[src/rtl/rd_pkg.sv]
// Shared types and constants for the serial read-pattern generator.
package rd_pkg;

    typedef enum logic [1:0] {
        ST_IDLE  = 2'd0,
        ST_SEND  = 2'd1,
        ST_REARM = 2'd2
    } state_e;

    // MODE input encodings; the unused value 3 behaves like MODE_UPDOWN.
    localparam logic [1:0] MODE_UPDOWN  = 2'd0;
    localparam logic [1:0] MODE_WALK1   = 2'd1;
    localparam logic [1:0] MODE_LANETAG = 2'd2;

endpackage

[src/rtl/rd_synchronizer.sv]
// Two-flop synchronizer for a single asynchronous control input.
module rd_synchronizer (
    input  logic clk,
    input  logic rst_n,
    input  logic d,
    output logic q
);

    logic meta_q;
    logic sync_q;

    // Resample the asynchronous input twice before it is used.
    always_ff @(posedge clk or negedge rst_n) begin
        if (!rst_n) begin
            meta_q <= 1'b0;
            sync_q <= 1'b0;
        end else begin
            meta_q <= d;
            sync_q <= meta_q;
        end
    end

    assign q = sync_q;

endmodule

[src/rtl/rd_pattern_gen.sv]
// Multi-lane serial test-pattern generator: on a trigger it emits NWORDS
// words per lane, MSB first, each followed by an odd-parity bit.
module rd_pattern_gen
    import rd_pkg::*;
#(
    parameter int NCHAN     = 2,
    parameter int WORD_BITS = 12,
    parameter int NWORDS    = 2048
) (
    input  logic             LOCAL_CLK,
    input  logic             RESET_N,
    input  logic             ENABLE,
    input  logic             TRIGGER,
    input  logic [1:0]       MODE,
    input  logic             PARITY_INV,
    output logic             ENABLE_XFR,
    output logic [NCHAN-1:0] SERIAL_OUT,
    output logic             WORD_STROBE,
    output logic [15:0]      WORD_COUNT,
    output logic             DONE
);

    localparam int             BCW       = $clog2(WORD_BITS + 1);
    localparam logic [BCW-1:0] PAR_POS   = BCW'(WORD_BITS);
    localparam logic [BCW-1:0] WALK_LAST = BCW'(WORD_BITS - 1);
    localparam logic [15:0]    LAST_WORD = 16'(NWORDS - 1);
    // Lane tag sits in the top four data bits; narrower words just add the lane index.
    localparam int             TAG_SHIFT = (WORD_BITS >= 4) ? WORD_BITS - 4 : 0;

    logic en_sync;
    logic trig_sync;
    logic trig_edge;

    state_e           state_q, state_d;
    logic [BCW-1:0]   bit_q, bit_d;
    logic [BCW-1:0]   walk_q, walk_d;
    logic [15:0]      word_q, word_d;
    logic [1:0]       mode_q, mode_d;
    logic             pinv_q, pinv_d;
    logic [15:0]      word_count_q, word_count_d;
    logic             xfr_q, xfr_d;
    logic [NCHAN-1:0] serial_q, serial_d;
    logic             strobe_q, strobe_d;
    logic             done_q, done_d;
    logic             trig_prev_q;

    rd_synchronizer u_sync_en (
        .clk   (LOCAL_CLK),
        .rst_n (RESET_N),
        .d     (ENABLE),
        .q     (en_sync)
    );

    rd_synchronizer u_sync_trig (
        .clk   (LOCAL_CLK),
        .rst_n (RESET_N),
        .d     (TRIGGER),
        .q     (trig_sync)
    );

    assign trig_edge = trig_sync & ~trig_prev_q;

    // Next-state logic for the transfer FSM, bit/word counters and latched controls.
    always_comb begin
        state_d      = state_q;
        bit_d        = bit_q;
        walk_d       = walk_q;
        word_d       = word_q;
        mode_d       = mode_q;
        pinv_d       = pinv_q;
        word_count_d = word_count_q;
        done_d       = 1'b0;
        if (!en_sync) begin
            state_d = ST_IDLE;
        end else begin
            case (state_q)
                ST_IDLE: begin
                    if (trig_edge) begin
                        state_d      = ST_SEND;
                        bit_d        = '0;
                        walk_d       = '0;
                        word_d       = '0;
                        mode_d       = MODE;
                        pinv_d       = PARITY_INV;
                        word_count_d = '0;
                    end
                end
                ST_SEND: begin
                    if (bit_q == PAR_POS) begin
                        word_count_d = word_count_q + 16'd1;
                        bit_d        = '0;
                        if (word_q == LAST_WORD) begin
                            state_d = ST_REARM;
                            done_d  = 1'b1;
                        end else begin
                            word_d = word_q + 16'd1;
                            walk_d = (walk_q == WALK_LAST) ? '0 : walk_q + BCW'(1);
                        end
                    end else begin
                        bit_d = bit_q + BCW'(1);
                    end
                end
                ST_REARM: begin
                    if (!trig_sync) state_d = ST_IDLE;
                end
                default: state_d = ST_IDLE;
            endcase
        end
        xfr_d    = (state_d == ST_SEND);
        strobe_d = xfr_d && (bit_d == PAR_POS);
    end

    // Outputs are registered, so each lane's bit is derived from the next-state counters.
    for (genvar c = 0; c < NCHAN; c++) begin : g_lane
        logic [WORD_BITS-1:0] lane_word;
        logic [WORD_BITS-1:0] lane_shift;
        logic                 lane_par;
        logic                 lane_bit;

        // Build this lane's word for the current pattern and select the bit being sent.
        always_comb begin
            case (mode_d)
                MODE_WALK1:   lane_word = WORD_BITS'(1) << walk_d;
                MODE_LANETAG: lane_word = (WORD_BITS'(c) << TAG_SHIFT) + word_d[WORD_BITS-1:0];
                default: begin
                    if (c % 2 == 1) lane_word = -word_d[WORD_BITS-1:0];
                    else            lane_word = word_d[WORD_BITS-1:0];
                end
            endcase
            lane_par   = ~(^lane_word) ^ pinv_d;
            lane_shift = lane_word << bit_d;
            if (!xfr_d)                 lane_bit = 1'b0;
            else if (bit_d == PAR_POS)  lane_bit = lane_par;
            else                        lane_bit = lane_shift[WORD_BITS-1];
        end

        assign serial_d[c] = lane_bit;
    end

    // State, counters and registered outputs.
    always_ff @(posedge LOCAL_CLK or negedge RESET_N) begin
        if (!RESET_N) begin
            state_q      <= ST_IDLE;
            bit_q        <= '0;
            walk_q       <= '0;
            word_q       <= '0;
            mode_q       <= '0;
            pinv_q       <= 1'b0;
            word_count_q <= '0;
            xfr_q        <= 1'b0;
            serial_q     <= '0;
            strobe_q     <= 1'b0;
            done_q       <= 1'b0;
            trig_prev_q  <= 1'b0;
        end else begin
            state_q      <= state_d;
            bit_q        <= bit_d;
            walk_q       <= walk_d;
            word_q       <= word_d;
            mode_q       <= mode_d;
            pinv_q       <= pinv_d;
            word_count_q <= word_count_d;
            xfr_q        <= xfr_d;
            serial_q     <= serial_d;
            strobe_q     <= strobe_d;
            done_q       <= done_d;
            trig_prev_q  <= trig_sync;
        end
    end

    assign ENABLE_XFR  = xfr_q;
    assign SERIAL_OUT  = serial_q;
    assign WORD_STROBE = strobe_q;
    assign WORD_COUNT  = word_count_q;
    assign DONE        = done_q;

endmodule
[config.mk]
export PLATFORM = sky130hd
export DESIGN_NAME = rd_pattern_gen
export DESIGN_NICKNAME = d
export VERILOG_FILES = /design/src/rtl/rd_pkg.sv /design/src/rtl/rd_synchronizer.sv /design/src/rtl/rd_pattern_gen.sv
export SDC_FILE = /design/constraint.sdc
export NUM_CORES = 1
export LEC_CHECK = 0
export ABC_AREA = 0
export BUFFER_PORTS_ARGS = -buffer_cell sky130_fd_sc_hd__buf_2
export CAP_MARGIN = 30
export CORE_AREA = 3 3 95 97
export CTS_CLUSTER_DIAMETER = 30
export DETAILED_ROUTE_END_ITERATION = 10
export DIE_AREA = 0 0 98 100
export PLACE_DENSITY_LB_ADDON = 0.1
export RECOVER_POWER = 50
export SYNTH_ARGS = -nofsm -noshare
export SYNTH_HDL_FRONTEND = slang
export SYNTH_SLANG_ARGS = --single-unit
[constraint.sdc]
create_clock -name LOCAL_CLK -period 4.71 [get_ports LOCAL_CLK]
set_input_delay 0 -clock LOCAL_CLK [delete_from_list [all_inputs] [get_ports LOCAL_CLK]]
set_output_delay 0 -clock LOCAL_CLK [all_outputs]
set_load 0.01 [all_outputs]
Word level (Yosys, flattened, before mapping)
Index checks and enable logic that the tools add are counted.
{"block": "classes", "shift": 3, "n_eq_ne": 12, "n_reduce_logical": 7, "mux": 40, "n_addsub": 6, "bitwise_logic": 6}
{"cell": "16-bit two-way mux", "count": 5}
{"cell": "16-bit one-hot mux with 2 select lines", "count": 2}
{"cell": "16-bit by 1-bit adder with 16-bit output, second input constant", "count": 2}
{"cell": "4-bit two-way mux", "count": 8}
{"cell": "12-bit two-way mux", "count": 2}
{"cell": "12-bit one-hot mux with 2 select lines", "count": 1}
{"cell": "12-bit XOR reduction", "count": 2}
{"cell": "12-bit by 4-bit left shift with 12-bit output", "count": 2}
{"cell": "16-bit by 11-bit == test with 1-bit output, second input constant", "count": 1}
{"cell": "2-bit two-way mux", "count": 8}
{"cell": "4-bit one-hot mux with 2 select lines", "count": 2}
{"cell": "9-bit by 12-bit adder with 12-bit output, first input constant", "count": 1}
{"cell": "4-bit == test, second input constant", "count": 3}
{"cell": "12-bit negator", "count": 1}
{"cell": "1-bit by 4-bit left shift with 12-bit output, first input constant", "count": 1}
{"cell": "1-bit two-way mux", "count": 11}
{"cell": "4-bit by 1-bit adder with 4-bit output, second input constant", "count": 2}
{"cell": "2-bit by 1-bit == test with 1-bit output, second input constant", "count": 3}
{"cell": "2-bit != test, second input constant", "count": 3}
{"cell": "2-bit one-hot mux with 3 select lines", "count": 1}
{"cell": "5-bit AND reduction", "count": 1}
{"cell": "2-bit == test, second input constant", "count": 2}
{"cell": "4-bit AND reduction", "count": 1}
{"cell": "1-bit NOT", "count": 3}
{"cell": "other kinds (5)", "count": 6}
{"block": "word_totals", "input_bits": 7, "wordCells": 91, "register_bits": 55, "out_inout_bits": 21}

Logic depth before layout (Yosys ltp)
{"block": "logic_depth", "ltp_word": 13, "depth_mapped": 16, "mapped_depth_nobuf": 15}

By module
A second synthesis with hierarchy kept.
{"block": "hier_totals", "hier_cells": 468, "area_unflattened_um2": 4159.0}
{"mod": "rd_pattern_gen", "area_each_um2": 4058.9, "instances": 1, "cells_each": 464}
{"mod": "rd_synchronizer", "area_each_um2": 50.0, "instances": 2, "cells_each": 2}

Worst setup path after synthesis
OpenSTA, ideal clock, no wires.
{"block": "synth_path", "kind": "register to register", "from": "register state_q[1]", "to": "register serial_q[1], in the netlist SERIAL_OUT[1]", "setup_slack_ns": 0.855, "synth_period_minus_slack_ns": 3.855, "t_required_ns": 4.623, "path_stages_with_launch": 15, "setup_time_ns": 0.087, "arrival_ns": 3.768, "cell_sequence": "dfrtp_1 -> nand2b_1 -> nor3_1 -> clkbuf_1 -> mux2i_1 -> ha_1 -> clkinv_1 -> a211oi_2 -> nand2_2 -> o32ai_2 -> xnor2_1 -> xnor2_1 -> xnor3_1 -> xnor3_1 -> a211oi_2"}
{"block": "synth_via", "elab_chain_len": 10}
{"element": "from (decl)", "line_no": "rd_pattern_gen.sv:34", "text": "state_e state_q, state_d;"}
{"element": "from (signal assigned)", "line_no": "rd_pattern_gen.sv:156", "text": "state_q <= state_d;"}
{"element": "2-bit by 1-bit == test with 1-bit output or 2-bit zero test (tied branches)", "line_no": "rd_pattern_gen.sv:76", "text": "case (state_q)"}
{"element": "16-bit one-hot mux with 2 select lines, or another cell as far along", "line_no": "rd_pattern_gen.sv:76"}
{"element": "12-bit two-way mux, or another cell as far along", "line_no": "rd_pattern_gen.sv:73", "text": "if (!en_sync) begin"}
{"element": "12-bit negator, or another cell as far along", "line_no": "rd_pattern_gen.sv:126", "text": "if (c % 2 == 1) lane_word = -word_d[WORD_BITS-1:0];"}
{"element": "12-bit one-hot mux with 2 select lines", "line_no": "rd_pattern_gen.sv:122", "text": "case (mode_d)"}
{"element": "12-bit XOR reduction", "line_no": "rd_pattern_gen.sv:130", "text": "lane_par = ~(^lane_word) ^ pinv_d;"}
{"element": "1-bit NOT", "line_no": "rd_pattern_gen.sv:130"}
{"element": "1-bit bitwise XOR", "line_no": "rd_pattern_gen.sv:130"}
{"element": "1-bit two-way mux", "line_no": "rd_pattern_gen.sv:133", "text": "else if (bit_d == PAR_POS) lane_bit = lane_par;"}
{"element": "1-bit two-way mux *", "line_no": "rd_pattern_gen.sv:132", "text": "if (!xfr_d) lane_bit = 1'b0;"}
{"element": "named net g_lane[1].lane_bit", "line_no": "rd_pattern_gen.sv:118", "text": "logic lane_bit;"}
{"element": "to (signal assigned)", "line_no": "rd_pattern_gen.sv:164", "text": "serial_q <= serial_d;"}
{"element": "to (decl)", "line_no": "rd_pattern_gen.sv:42", "text": "logic [NCHAN-1:0] serial_q, serial_d;"}
Mark *: on every way through the listed nets, which the timed path passes. The rest lies on a longest branch.
A chain may end at the register's enable or synchronous reset.

Worst setup path in the final report
{"block": "layout_path", "from": "register word_q[0]", "to": "register serial_q[1], in the netlist SERIAL_OUT[1]"}
{"block": "layout_via", "elab_chain_len": 12}
{"element": "from (decl)", "line_no": "rd_pattern_gen.sv:37", "text": "logic [15:0] word_q, word_d;"}
{"element": "from (signal assigned)", "line_no": "rd_pattern_gen.sv:159", "text": "word_q <= word_d;"}
{"element": "16-bit by 1-bit adder with 16-bit output or 16-bit by 11-bit == test with 1-bit output (tied branches)", "line_no": "rd_pattern_gen.sv:96, rd_pattern_gen.sv:92"}
{"element": "16-bit two-way mux or 4-bit two-way mux (tied branches)", "line_no": "rd_pattern_gen.sv:92", "text": "if (word_q == LAST_WORD) begin"}
{"element": "16-bit two-way mux or 4-bit two-way mux (tied branches)", "line_no": "rd_pattern_gen.sv:89", "text": "if (bit_q == PAR_POS) begin"}
{"element": "16-bit one-hot mux with 2 select lines or 4-bit one-hot mux with 2 select lines (tied branches)", "line_no": "rd_pattern_gen.sv:76"}
{"element": "12-bit two-way mux or 4-bit two-way mux (tied branches)", "line_no": "rd_pattern_gen.sv:73"}
{"element": "12-bit negator, or another cell as far along", "line_no": "rd_pattern_gen.sv:126"}
{"element": "12-bit one-hot mux with 2 select lines", "line_no": "rd_pattern_gen.sv:122"}
{"element": "12-bit XOR reduction", "line_no": "rd_pattern_gen.sv:130"}
{"element": "1-bit NOT", "line_no": "rd_pattern_gen.sv:130"}
{"element": "1-bit bitwise XOR", "line_no": "rd_pattern_gen.sv:130"}
{"element": "1-bit two-way mux", "line_no": "rd_pattern_gen.sv:133"}
{"element": "1-bit two-way mux *", "line_no": "rd_pattern_gen.sv:132"}
{"element": "named net g_lane[1].lane_bit", "line_no": "rd_pattern_gen.sv:118"}
Mark *: on every way through the listed nets, which the timed path passes. The rest lies on a longest branch. The select of a mux whose other input is x is not followed.

==> summary.txt <==
Synth
  – Largest area contributor in the netlist: dfrtp_1
  – Post-synthesis simple-gate area fraction: 0.241
  – Distinct cells, synth: 86
  – Post-synthesis mux area share: 0.0123
  – Async set-reset flop share out of synthesis: 1.00
  – Yosys reg bits: 55
  – Post-synthesis xor/xnor area fraction: 0.110
  – Top-area cell type share of the netlist area: 0.337
  – Mapped cell area: between 4000 and 5000 um2
  – Compound-cell area share of the yosys netlist: 0.222
  – Post-synth top flop: dfrtp_1
  – Number of synthesized flops with an enable pin: 0
  – Synth warnings: 0
  – Largest cells by area after synthesis: dfrtp_1, xnor2_1, xor2_1
  – Synthesized area per cell: approximately 9 um2
  – Post-synthesis cell count: 450
  – Main combinational cell family by area after synthesis: simple AND/OR/NAND/NOR gates
  – Post-synthesis sequential area ratio: 0.337
  – Total nets after synthesis: 466
  – Adder-cell share of the synthesized area: 0.0276

Timing
  – Fmax: roughly 230 MHz
  – Final setup fails: 0
  – Relative slew slack: -0.960
  – RSZ-0062 raised after global routing: false
  – Setup TNS: 0 ns
  – Final hold vios: 0
  – Worst Tran Pin Value: around 2.9 ns
  – Hold Slack: 0.0613 ns
  – Clk_skew: between 0.01 and 0.015 ns
  – Pins over their slew limit: 56
  – Crit path time final: approximately 4.3 ns
  – Final worst path period share: 0.908

Floorplanning
  – Area of the die: about 9800 um2
  – CORE AREA: 8220 um2
  – Num rows: 33
  – I/O pins: 28
  – Starting Density: 0.497
  – Chip Height: around 100 um
  – Die W: between 90 and 100 um

Final layout
  – Area Growth Syn to Fin: 9.50%
  – Commonest non-fill, non-tap cell in the layout: dfrtp_1
  – Final Non-Filler Cells: between 500 and 600
  – Share of layout cells above drive strength 1: 0.144
  – Total Nets Final: 500
  – ANT cells: 0
  – FILL cells: between 700 and 800
  – Commonest non-fill, non-tap cells in the layout: dfrtp_1, nor2_1, nand2_1
  – Final Instance Area: between 4000 and 5000 um2

Worst hold path
  – Type of the tightest min-delay check: input port to flip-flop

Placement
  – IO buf count: 27
  – Placed Cells: between 500 and 600
  – GPL Wtd Cong: 0.950
  – Area post-placement: about 4300 um2
  – HPWL after DPL: just over 8 mm

Drt
  – DRC violations left: 0
  – Final wirelength: between 10 and 15 mm
  – Pre-antenna DRT Iters: 6
  – DR iter-0 viols: 262
  – Vias: between 3000 and 4000
  – Post-DR wirelength/cell: 18.3 um
  – Routed vias/inst: roughly 6
  – Detail Route Antenna Nets: 0

GRT
  – Remaining Overflow, GRT: 0
  – Global-route wire length before repair: about 18 mm
  – Largest net degree at the start of global routing: between 50 and 60
  – Initial antenna violation count: 0
  – GRT Util Overall: 0.223
  – Vias in the first global route: roughly 3600

Clock network
  – Num CTS Buffers: 5
  – CTS Root Cell: clkbuf_8
  – Clock H-tree levels: 2
  – Clock sink count: 55
  – TritonCTS clock tree: yes
  – Maximum clock path buffer count: 2
  – Worst-skew pair later-pin latency: about 0.31 ns
  – Worst-path clk slew: ~0.10 ns

Status
  – Failing checks: capacitance limit, slew limit
  – Outcome: complete, but fails checks

Worst setup path
  – CP top delay family: simple AND/OR/NAND/NOR gates
  – Worst EP required: roughly 4.9 ns
  – WS Path Type: flip-flop to flip-flop
  – CP max FO: 15
  – Critical path's slowest cell: dfrtp_1
  – CP Buf/Inv Count: 0
  – Crit path largest cell delay: roughly 0.53 ns
  – Cells along the critical path: ha_1, and3_1, and4b_2, nor2_2, a22oi_2, ha_1, nand3_1, nor3_1, nand3_1, xnor2_1, o21ai_1, xnor3_1, xnor3_1, a211oi_2
  – CP Capture Type: flip-flop
  – WP data arrival: 4.51 ns
  – Startpoint types: flip-flop

Pwr
  – Pwr dens: between 300 and 400 nW/um2
  – Leakage power: a little under 2 nW
  – Peak VDD IR: ~0.45 mV

Job
  – Max Cap Violations: 1
==> area by class of cell <==
type                       count  area (um2)  area share
multi-input combinational    351        2510       0.560
inverter                      29         123      0.0274
clock buffer                   6        82.6      0.0185
timing repair buffer          42         233      0.0520
clock inverter                 2        20.0     0.00448
sequential                    55        1380       0.308
tap                          105         131      0.0294
==> cells in the mapped netlist, types with 6 or more instances <==
master,count
dfrtp_1,55
nor2_1,39
nand2_1,36
a21oi_1,24
xnor2_1,24
inv_1,22
nand3_1,20
xor2_1,17
nand4_1,14
o21ai_0,14
nor3_1,10
clkbuf_1,9
ha_1,9
a211oi_1,8
a31oi_1,8
and3_1,8
nor4_1,6
==> sequential cells by signal, summed over array words and instances, names as in the netlist <==
| name | count |
|---|---|
| DONE | 1 |
| ENABLE_XFR | 1 |
| SERIAL_OUT | 2 |
| WORD_COUNT | 16 |
| WORD_STROBE | 1 |
| bit_q | 4 |
| mode_q | 2 |
| pinv_q | 1 |
| state_q | 2 |
| trig_prev_q | 1 |
| u_sync_en.meta_q | 1 |
| u_sync_en.q | 1 |
| u_sync_trig.meta_q | 1 |
| u_sync_trig.q | 1 |
| walk_q | 4 |
| word_q | 16 |
==> layer usage <==
layer	global-route usage	up-vias	part of all wire
met2	0.384	137	0.48
met3	0.0250	25	0.050
met4	0.0841	0	0.031
met1	0.290	1741	0.44
li1	-	1724	-
met5	0	-	0
==> through the flow <==
| stage | worst slack [ns] | power [W] | utilization |
|---|---|---|---|
| floorplan | 0.855 | 0.000975 | - |
| global placement | 0.457 | 0.00109 | 0.529 |
| detailed placement | 0.285 | 0.00110 | 0.529 |
| CTS | 0.255 | 0.00139 | 0.547 |
| global route | 0.196 | 0.00146 | 0.544 |
| finish | 0.434 | 0.00138 | 0.544 |
==> worst register-to-register path: cells and delay by family, from the launching register on <==
family                     cells  cell delay (ns)
AOI/OAI and AO/OA              3             0.74
xor gates and xnor gates       3             0.97
adders and majority gates      2             0.52
DFF                            1             0.53
and+or+nand+nor                6             1.46
==> cell families (layout without fill, tap and decap cells) <==
kind of cell	after synthesis	in the layout
compound gates	118	118
xor+xnor	45	45
fa+ha+maj	9	9
buf+inv	44	79
flops	55	55
mux	5	5
simple gates	174	174
==> path summary, 6_finish.rpt <==
check                                 start             to  slack [ns]  depth (start not counted)
max                               word_q[0]  SERIAL_OUT[1]        0.43                         14
min                              PARITY_INV         pinv_q        0.06                          3
max reg2reg                       word_q[0]  SERIAL_OUT[1]        0.43                         14
min reg2reg                u_sync_en.meta_q    u_sync_en.q        0.35                          0
max in group asynchronous           RESET_N      walk_q[3]        1.79                          3
min in group asynchronous           RESET_N  WORD_COUNT[6]        1.26                          3
==> repair_timing <==
item,4_1_cts,5_1_grt
hold buffers,5,0
setup buffers,0,0
resized for setup,0,1
setup endpoints to repair,0,1
hold endpoints to repair,59,0
==> where the power goes <==
| group | total [W] | switching (W) | internal (W) |
|---|---|---|---|
| Combinational | 0.000591 | 0.000301 | 0.000290 |
| Clock | 0.000288 | 0.000164 | 0.000124 |
| Sequential | 0.000503 | 0.0000140 | 0.000489 |
| Total | 0.00138 | 0.000479 | 0.000903 |
Power figures use the tool's default switching activity.
